[src/rtl/i2c_slave_responder_if.sv]
// i2c_slave_responder_if: I2C line, write-data and read-data signals of the responder
interface i2c_slave_responder_if;
    logic       scl_i;
    logic       sda_i;
    logic       sda_oe;
    logic [7:0] wr_data;
    logic       wr_valid;
    logic [7:0] rd_data;
    logic       rd_req;
    logic       busy;
    logic       stop_det;
    modport slave (
        input  scl_i, sda_i, rd_data,
        output sda_oe, wr_data, wr_valid, rd_req, busy, stop_det
    );
    modport master (
        output scl_i, sda_i, rd_data,
        input  sda_oe, wr_data, wr_valid, rd_req, busy, stop_det
    );
endinterface

[src/rtl/i2c_slave_responder.sv]
// i2c_slave_responder: I2C target that ACKs its address, captures written bytes and serves read bytes
module i2c_slave_responder #(
    parameter logic [6:0] SLAVE_ADDR  = 7'h22,
    parameter int         SYNC_STAGES = 2
) (
    input logic clk,
    input logic s_rst,
    i2c_slave_responder_if.slave bus
);
    typedef enum logic [2:0] {IDLE, ADDR, ADDR_ACK, WR_BYTE, WR_ACK, RD_BYTE, RD_ACK, IGNORE} state_t;
    state_t state, state_n;
    logic [SYNC_STAGES-1:0] scl_sr, sda_sr;
    logic scl_s, sda_s, scl_d, sda_d, rise_q, fall_q, start, stop, load_rd;
    logic [2:0] cnt, cnt_n;
    logic [7:0] shift, shift_n, wr_data, wr_data_n, byte_in;
    logic rw, rw_n, oe, oe_n, wr_valid, wr_valid_n, rd_req, rd_req_n, busy, busy_n, stop_det, stop_det_n;
    assign scl_s   = scl_sr[SYNC_STAGES-1];
    assign sda_s   = sda_sr[SYNC_STAGES-1];
    assign start   = scl_s & scl_d & sda_d & ~sda_s;
    assign stop    = scl_s & scl_d & ~sda_d & sda_s;
    assign byte_in = {shift[6:0], sda_d};
    // Edge pulses are registered, so sda_d is the line value at the rising edge
    always_ff @(posedge clk) begin
        if (s_rst) begin
            scl_sr <= '1;
            sda_sr <= '1;
            scl_d  <= 1'b1;
            sda_d  <= 1'b1;
            rise_q <= 1'b0;
            fall_q <= 1'b0;
        end else begin
            scl_sr <= {scl_sr[SYNC_STAGES-2:0], bus.scl_i};
            sda_sr <= {sda_sr[SYNC_STAGES-2:0], bus.sda_i};
            scl_d  <= scl_s;
            sda_d  <= sda_s;
            rise_q <= scl_s & ~scl_d;
            fall_q <= ~scl_s & scl_d;
        end
    end
    always_ff @(posedge clk) begin
        if (s_rst) begin
            state    <= IDLE;
            cnt      <= 3'd0;
            shift    <= 8'h00;
            rw       <= 1'b0;
            oe       <= 1'b0;
            wr_data  <= 8'h00;
            wr_valid <= 1'b0;
            rd_req   <= 1'b0;
            busy     <= 1'b0;
            stop_det <= 1'b0;
        end else begin
            state    <= state_n;
            cnt      <= cnt_n;
            shift    <= shift_n;
            rw       <= rw_n;
            oe       <= oe_n;
            wr_data  <= wr_data_n;
            wr_valid <= wr_valid_n;
            rd_req   <= rd_req_n;
            busy     <= busy_n;
            stop_det <= stop_det_n;
        end
    end
    always_comb begin
        state_n    = state;
        cnt_n      = cnt;
        shift_n    = shift;
        rw_n       = rw;
        oe_n       = oe;
        wr_data_n  = wr_data;
        wr_valid_n = 1'b0;
        rd_req_n   = 1'b0;
        busy_n     = busy;
        stop_det_n = 1'b0;
        load_rd    = 1'b0;
        if (start) begin
            state_n = ADDR;
            cnt_n   = 3'd0;
            oe_n    = 1'b0;
        end else if (stop) begin
            state_n    = IDLE;
            oe_n       = 1'b0;
            busy_n     = 1'b0;
            stop_det_n = 1'b1;
        end else begin
            case (state)
                ADDR: if (rise_q) begin
                    shift_n = byte_in;
                    cnt_n   = cnt + 3'd1;
                    if (cnt == 3'd7) begin
                        rw_n    = sda_d;
                        busy_n  = byte_in[7:1] == SLAVE_ADDR;
                        state_n = byte_in[7:1] == SLAVE_ADDR ? ADDR_ACK : IGNORE;
                    end
                end
                // oe itself marks whether the ACK low phase has begun
                ADDR_ACK, WR_ACK: if (fall_q) begin
                    if (!oe) oe_n = 1'b1;
                    else if (state == WR_ACK || !rw) begin
                        oe_n    = 1'b0;
                        state_n = WR_BYTE;
                    end else load_rd = 1'b1;
                end
                WR_BYTE: if (rise_q) begin
                    shift_n = byte_in;
                    cnt_n   = cnt + 3'd1;
                    if (cnt == 3'd7) begin
                        wr_data_n  = byte_in;
                        wr_valid_n = 1'b1;
                        state_n    = WR_ACK;
                    end
                end
                RD_BYTE: if (rise_q) cnt_n = cnt + 3'd1;
                else if (fall_q) begin
                    state_n = cnt == 3'd0 ? RD_ACK : RD_BYTE;
                    oe_n    = cnt == 3'd0 ? 1'b0 : ~shift[6];
                    shift_n = {shift[6:0], 1'b0};
                end
                RD_ACK: if (rise_q && sda_d) begin
                    state_n = IGNORE;
                    busy_n  = 1'b0;
                    oe_n    = 1'b0;
                end else if (fall_q) load_rd = 1'b1;
                default: ;
            endcase
        end
        if (load_rd) begin
            rd_req_n = 1'b1;
            shift_n  = bus.rd_data;
            oe_n     = ~bus.rd_data[7];
            cnt_n    = 3'd0;
            state_n  = RD_BYTE;
        end
    end
    assign bus.sda_oe   = oe;
    assign bus.wr_data  = wr_data;
    assign bus.wr_valid = wr_valid;
    assign bus.rd_req   = rd_req;
    assign bus.busy     = busy;
    assign bus.stop_det = stop_det;
endmodule

[src/flat_wrapper.sv]
// flat-port wrapper written by rule: the top's interface ports become plain ports
module i2c_slave_responder_flat 
#(
    parameter logic [6:0] SLAVE_ADDR  = 7'h22,
    parameter int         SYNC_STAGES = 2
)
  (clk, s_rst, bus_scl_i, bus_sda_i, bus_rd_data, bus_sda_oe, bus_wr_data, bus_wr_valid, bus_rd_req, bus_busy, bus_stop_det);
  i2c_slave_responder_if bus_i ();
  input logic clk;
  input logic s_rst;
  input wire logic [$bits(bus_i.scl_i)-1:0] bus_scl_i;
  input wire logic [$bits(bus_i.sda_i)-1:0] bus_sda_i;
  input wire logic [$bits(bus_i.rd_data)-1:0] bus_rd_data;
  output wire logic [$bits(bus_i.sda_oe)-1:0] bus_sda_oe;
  output wire logic [$bits(bus_i.wr_data)-1:0] bus_wr_data;
  output wire logic [$bits(bus_i.wr_valid)-1:0] bus_wr_valid;
  output wire logic [$bits(bus_i.rd_req)-1:0] bus_rd_req;
  output wire logic [$bits(bus_i.busy)-1:0] bus_busy;
  output wire logic [$bits(bus_i.stop_det)-1:0] bus_stop_det;
  assign bus_i.scl_i = bus_scl_i;
  assign bus_i.sda_i = bus_sda_i;
  assign bus_i.rd_data = bus_rd_data;
  assign bus_sda_oe = bus_i.sda_oe;
  assign bus_wr_data = bus_i.wr_data;
  assign bus_wr_valid = bus_i.wr_valid;
  assign bus_rd_req = bus_i.rd_req;
  assign bus_busy = bus_i.busy;
  assign bus_stop_det = bus_i.stop_det;
  i2c_slave_responder #(.SLAVE_ADDR(SLAVE_ADDR), .SYNC_STAGES(SYNC_STAGES)) u_core (.clk(clk), .s_rst(s_rst), .bus(bus_i));
endmodule
[config.mk]
export PLATFORM = sky130hd
export DESIGN_NAME = i2c_slave_responder_flat
export DESIGN_NICKNAME = d
export VERILOG_FILES = /design/src/rtl/i2c_slave_responder_if.sv /design/src/rtl/i2c_slave_responder.sv /design/src/flat_wrapper.sv
export SDC_FILE = /design/constraint.sdc
export NUM_CORES = 1
export LEC_CHECK = 0
export ABC_AREA = 1
export BUFFER_PORTS_ARGS = -buffer_cell sky130_fd_sc_hd__clkbuf_2
export CAP_MARGIN = 20
export CORE_ASPECT_RATIO = 2
export CORE_UTILIZATION = 55
export DETAILED_ROUTE_END_ITERATION = 10
export GPL_TIMING_DRIVEN = 1
export PLACE_DENSITY = 0.77
export SLEW_MARGIN = 20
export SYNTH_ARGS = -nofsm -noshare
export SYNTH_HDL_FRONTEND = slang
export SYNTH_SLANG_ARGS = --single-unit
[constraint.sdc]
create_clock -name clk -period 2.4 [get_ports clk]
set_input_delay 0.36 -clock clk [delete_from_list [all_inputs] [get_ports clk]]
set_output_delay 0.36 -clock clk [all_outputs]
set_load 0.01 [all_outputs]
Word-level counts from Yosys, hierarchy flattened:

Index checks and enable logic that the tools add are counted.

* $add $sub $neg: 1
* reduce and logical (&&, ||, !) cells: 24
* equal/unequal tests: 36
* mux-type cells: 48
* bitwise logic cells: 17

Operators with widths (number)
* 5-bit by 1-bit != test with 1-bit output (second input constant): 9
* 3-bit two-way mux: 14
* 7-bit two-way mux: 6
* 1-bit two-way mux: 22
* 11-bit AND reduction: 2
* 5-bit AND reduction: 4
* 2-bit by 1-bit != test with 1-bit output (second input constant): 9
* 3-bit by 1-bit != test with 1-bit output (second input constant): 5
* 3-bit one-hot mux with 5 select lines: 1
* 7-bit one-hot mux with 2 select lines: 1
* 3-bit equality test (second input constant): 4
* 1-bit NOT: 10
* 8-bit nonzero test: 1
* 1-bit bitwise AND: 7
* 7-bit by 6-bit equality test with 1-bit output (second input constant): 1
* 3-bit by 2-bit equality test with 1-bit output (second input constant): 2
* 2-bit != test (second input constant): 3
* 6-bit AND reduction: 1
* 3-bit nonzero test: 2
* 6-bit nonzero test: 1
* 2-bit OR reduction: 3
* 3-bit OR reduction: 2
* 5-bit != test (second input constant): 1
* 5-bit nonzero test: 1
* other kinds (13): 14

* input bits: 12
* logic and storage cells: 143
* output and inout port bits: 13
* register bits: 35

Depth between registers and ports, before layout:

* word-level depth: 10
* depth in mapped cells: 12
* depth with buffers taken out: 12

Worst setup path before layout:

Ideal clock, no wire load.

* path type: reg-to-reg
* start point: reg u_core.cnt[0]
* end point: reg u_core.wr_data[4], in the netlist u_core.bus.wr_data[4]
* data required time: 2334 ps
* path buffers: 1
* setup time: 66 ps
* data arrival time: 1391 ps
* path slack: 943 ps
* clock period less this slack: 1457 ps
* cell stages (with the launch flop): 8
* path through: dfxtp_1 > ha_1 > ha_1 > inv_1 > nor4_4 > buf_6 > o21ai_2 > a21oi_2

* longest elaborated chain between the ends: 2

RTL lines
* start: declaration: RTL line i2c_slave_responder.sv:14 `logic [2:0] cnt, cnt_n;`
* start signal: assignment: RTL line i2c_slave_responder.sv:54 `cnt <= cnt_n;`
* 3-bit equality test: RTL line i2c_slave_responder.sv:108 `if (cnt == 3'd7) begin`
* 5-bit AND reduction (no source line)
* end signal: assignment: RTL line i2c_slave_responder.sv:58 `wr_data <= wr_data_n;`
* end: declaration: RTL line i2c_slave_responder.sv:15 `logic [7:0] shift, shift_n, wr_data, wr_data_n, byte_in;`

No other way between the ends.
A chain may end at the register's enable or synchronous reset.

Worst setup path in the final report:

* start point: reg u_core.sda_d
* end point: reg u_core.shift[3]

* longest elaborated chain between the ends: 7
* elaborated cells on any way between the ends: 18
* those cells by class: eq/ne (5); mux (5); bitwise (5); reduce/logical (3)

RTL lines
* start: declaration: RTL line i2c_slave_responder.sv:13 `logic scl_s, sda_s, scl_d, sda_d, rise_q, fall_q, start, stop, load_rd;`
* start signal: assignment: RTL line i2c_slave_responder.sv:35 `sda_d <= sda_s;`
* 1-bit logical AND or 1-bit NOT (tied branches): RTL line i2c_slave_responder.sv:120, i2c_slave_responder.sv:20
* 1-bit two-way mux or 1-bit bitwise AND (tied branches): RTL line i2c_slave_responder.sv:120, i2c_slave_responder.sv:20
* 1-bit one-hot mux with 2 select lines or 1-bit bitwise AND (tied branches): RTL line i2c_slave_responder.sv:87, i2c_slave_responder.sv:20
* 1-bit two-way mux: RTL line i2c_slave_responder.sv:81 `end else if (stop) begin`
* 1-bit two-way mux: RTL line i2c_slave_responder.sv:77 `if (start) begin`
* 3-bit != test (no source line) (tied with other cells)
* 6-bit AND reduction (no source line)
* end signal: assignment: RTL line i2c_slave_responder.sv:55 `shift <= shift_n;`
* end: declaration: RTL line i2c_slave_responder.sv:15

Several ways; a longest one is shown, not always the timed one.

==> impl_metrics.csv <==
group,metric,value,unit
worst_setup_path,arrival,1970,ps
sta,report.final.hold_viol_count,0,
power_and_ir_drop,p_per_area,985,mW/mm^2
route,detail_route.iter0.violations,60,
global_route,grt_pass1_vias,1630,
worst_setup_path,critical_path_depth,11,
route,wl,4260,um
status,outcome,"completed",
placed_design,placed_area,0.00193,mm^2
worst_setup_path,cp_num_buf_inv,2,
cells_and_area,final_cell_mix,"nand2_1 (55), nor2_1 (43), dfxtp_1 (35)",
cells_and_area,final_common_cell,"nand2_1",
floorplan,die-area,0.00351,mm^2
sta,max_slew_margin,67.9,%
job,cap_violations,0,
cells_and_area,drive_gt1_share,21.4,%
route,wl_met3,148,um
global_route,grtUsageTotal,26.9,%
sta,rsz0062_at_grt,"no",
route,vias_per_cell,5.39,
cells_and_area,num_antenna_cells,0,
clock_network,clk_pin_slew,70,ps
worst_setup_path,cpMaxStageDelayCell,"dfxtp_1",
hold_path,hold_path_class,"primary input to register",
placed_design,dp_hpwl,3270,um
sta,skew,4.33,ps
worst_setup_path,timing.critical_path.required,2580,ps
clock_network,cts_made_buffers,5,
logic_synthesis,ys_seq_area_share,39.1,%
global_route,grt_max_degree,18,
power_and_ir_drop,p_leak,0.987,nW
route,vias,1704,
route,top_layer,"met4",
clock_network,cts_root_buf,"clkbuf_8",
logic_synthesis,netlist-cell-type-count,32,
logic_synthesis,postSynthCellCount,258,
floorplan,rows,29,
global_route,overflow,0,
clock_network,htreeDepth,2,
sta,maxSlewViolCount,0,
worst_setup_path,worst_path_dominant_cell_family,"simple AND/OR/NAND/NOR gates",
floorplan,die_h,82.8,um
route,drc,0,
clock_network,cts_tree,"yes",
cells_and_area,fin_nets,300,
clock_network,hold_buffers,0,
sta,fin_crit,1780,ps
cells_and_area,syn_to_final_growth,12.2,%
worst_setup_path,worstPathCellList,"inv_2 > nor2_1 > nand2_2 > nand2_4 > nor2_2 > nand2_2 > nand2_1 > nand2_2 > inv_2 > o21ai_0 > nor2_1",
worst_setup_path,path_max_fanout,12,
logic_synthesis,syn_avg_cell_area,6.95,um^2
logic_synthesis,syn_nets,273,
sta,finalSetupViolations,0,
sta,fin_setup_tns,0,ps
worst_setup_path,worstSetupPathType,"register to register",
route,route.met2.wl,2300,um
worst_setup_path,critical_path.startpoint_type,"register",
global_route,grt_antenna_before_repair,0,
global_route,grt_pass1_wl,7030,um
hold_path,whs_path_depth,2,
route,wl_per_cell,13.5,um
route,met1_length,1620,um
cells_and_area,fin_area,0.00201,mm^2
clock_network,cts_setup_buffers,0,
worst_setup_path,path_common_cell,"nand2_2",
power_and_ir_drop,vdd_drop_max,0.000776,V
floorplan,core,0.00312,mm^2
sta,period_share,74.4,%
worst_setup_path,ff2ff_path_depth,11,
sta,tightest_slew,480,ps
floorplan,start_util,57.5,%
worst_setup_path,slowest_delay,410,ps
route,drtAntennaViolNets,0,
floorplan,io_pins,25,
clock_network,cts-resized-gates,0,
worst_setup_path,end_kind,"register",
logic_synthesis,synth_warnings,0,
placed_design,gp_congestion,0.966,
clock_network,clk_latency,290,ps
logic_synthesis,synth_seq_cells,35,
clock_network,clock_sinks,35,
sta,fmax,0.560,GHz
logic_synthesis,synth_area,0.00179,mm^2
placed_design,port_buffers,24,
clock_network,clk_path_buf_depth,2,
floorplan,die_x,42.4,um
route,drt_pass1_iterations,4,
## path summary, 6_finish.rpt
kind,start,endpoint,slack [ps]
worst min register to register,u_core.sda_sr[0],u_core.sda_sr[1],400
worst min-delay path,bus_scl_i,u_core.scl_sr[0],250
worst max register to register,u_core.sda_d,u_core.shift[3],620
worst max-delay path,u_core.sda_d,u_core.shift[3],620
## synth_stat cells
cell,number,share of area [%]
a31oi_1,1,0.35
xor2_1,1,0.49
nand2_1,55,12
o21ai_0,11,3.1
o31ai_1,1,0.42
nor3_1,2,0.56
nor2_4,2,1.3
o211ai_1,1,0.42
nand3_2,1,0.56
inv_1,25,5.2
nand4_1,5,1.7
nand3_1,18,5.0
inv_2,6,1.3
buf_2,1,0.28
nand2_4,2,1.3
nor4_4,1,1.2
o21ai_1,10,2.8
or2_2,4,1.4
or2_0,1,0.35
ha_1,3,2.1
o21bai_1,1,0.42
nor2_2,1,0.35
dfxtp_1,35,39
buf_4,1,0.42
nor2_1,43,9.0
buf_6,2,1.3
o21ai_2,3,1.5
a21oi_1,10,2.8
o21a_1,1,0.42
a21oi_2,3,1.5
nand2_2,5,1.7
clkbuf_1,2,0.42
## layer usage
metal / vias up / global-route usage (%)
met1: 752 / 25.6
met3: 17 / 4.55
li1: 880 / -
met4: 0 / 18.4
met2: 55 / 51.1
met5: - / 0
## per-stage QoR
step / util (%) / hold WS (ps) / setup WS [ps] / instances / power (mW)
2_1_floorplan: - / 389 / 943 / 258 / 1.36
4_1_cts: 64.5 / 248 / 626 / 316 / 1.99
5_1_grt: 64.5 / 263 / 418 / 316 / 2.14
3_5_place_dp: 61.7 / 392 / 637 / 309 / 1.55
6_report: 64.5 / 254 / 615 / 316 / 1.98
3_3_place_gp: 61.7 / 393 / 667 / 309 / 1.54
## flip-flops by register name, summed over array words and instances (netlist names)
name,flops
u_core.bus.sda_oe,1
u_core.rw,1
u_core.bus.busy,1
u_core.bus.rd_req,1
u_core.bus.wr_data,8
u_core.bus.stop_det,1
u_core.scl_sr,2
u_core.fall_q,1
u_core.sda_sr,2
u_core.shift,7
u_core.sda_d,1
u_core.scl_d,1
u_core.bus.wr_valid,1
u_core.rise_q,1
u_core.state,3
u_core.cnt,3
## power by group
group | internal [mW] | total [mW] | switching (mW)
logic | 0.276 | 0.788 | 0.512
registers | 0.667 | 0.757 | 0.0901
clock network | 0.225 | 0.439 | 0.213
## area by class of cell
cell class                      instances  area, um^2
Clock inverter                          1        5.00
Multi-Input combinational cell        186         935
Tap cell                               31        38.8
Timing Repair Buffer                   26         135
Fill cell                             307        1110
Clock buffer                            6        82.6
Sequential cell                        35         701
Inverter                               31         116
## cell families (layout without fill, tap and decap cells)
logic type / count (synthesis) / after routing / synth area share (%)
compound gates: 42 / 42 / 13.6
xor+xnor: 1 / 1 / 0.488
fa+ha+maj: 3 / 3 / 2.09
flops: 35 / 35 / 39.1
simple gates: 140 / 140 / 35.9
buf+inv: 37 / 64 / 8.86
Power figures use the tool's default switching activity.
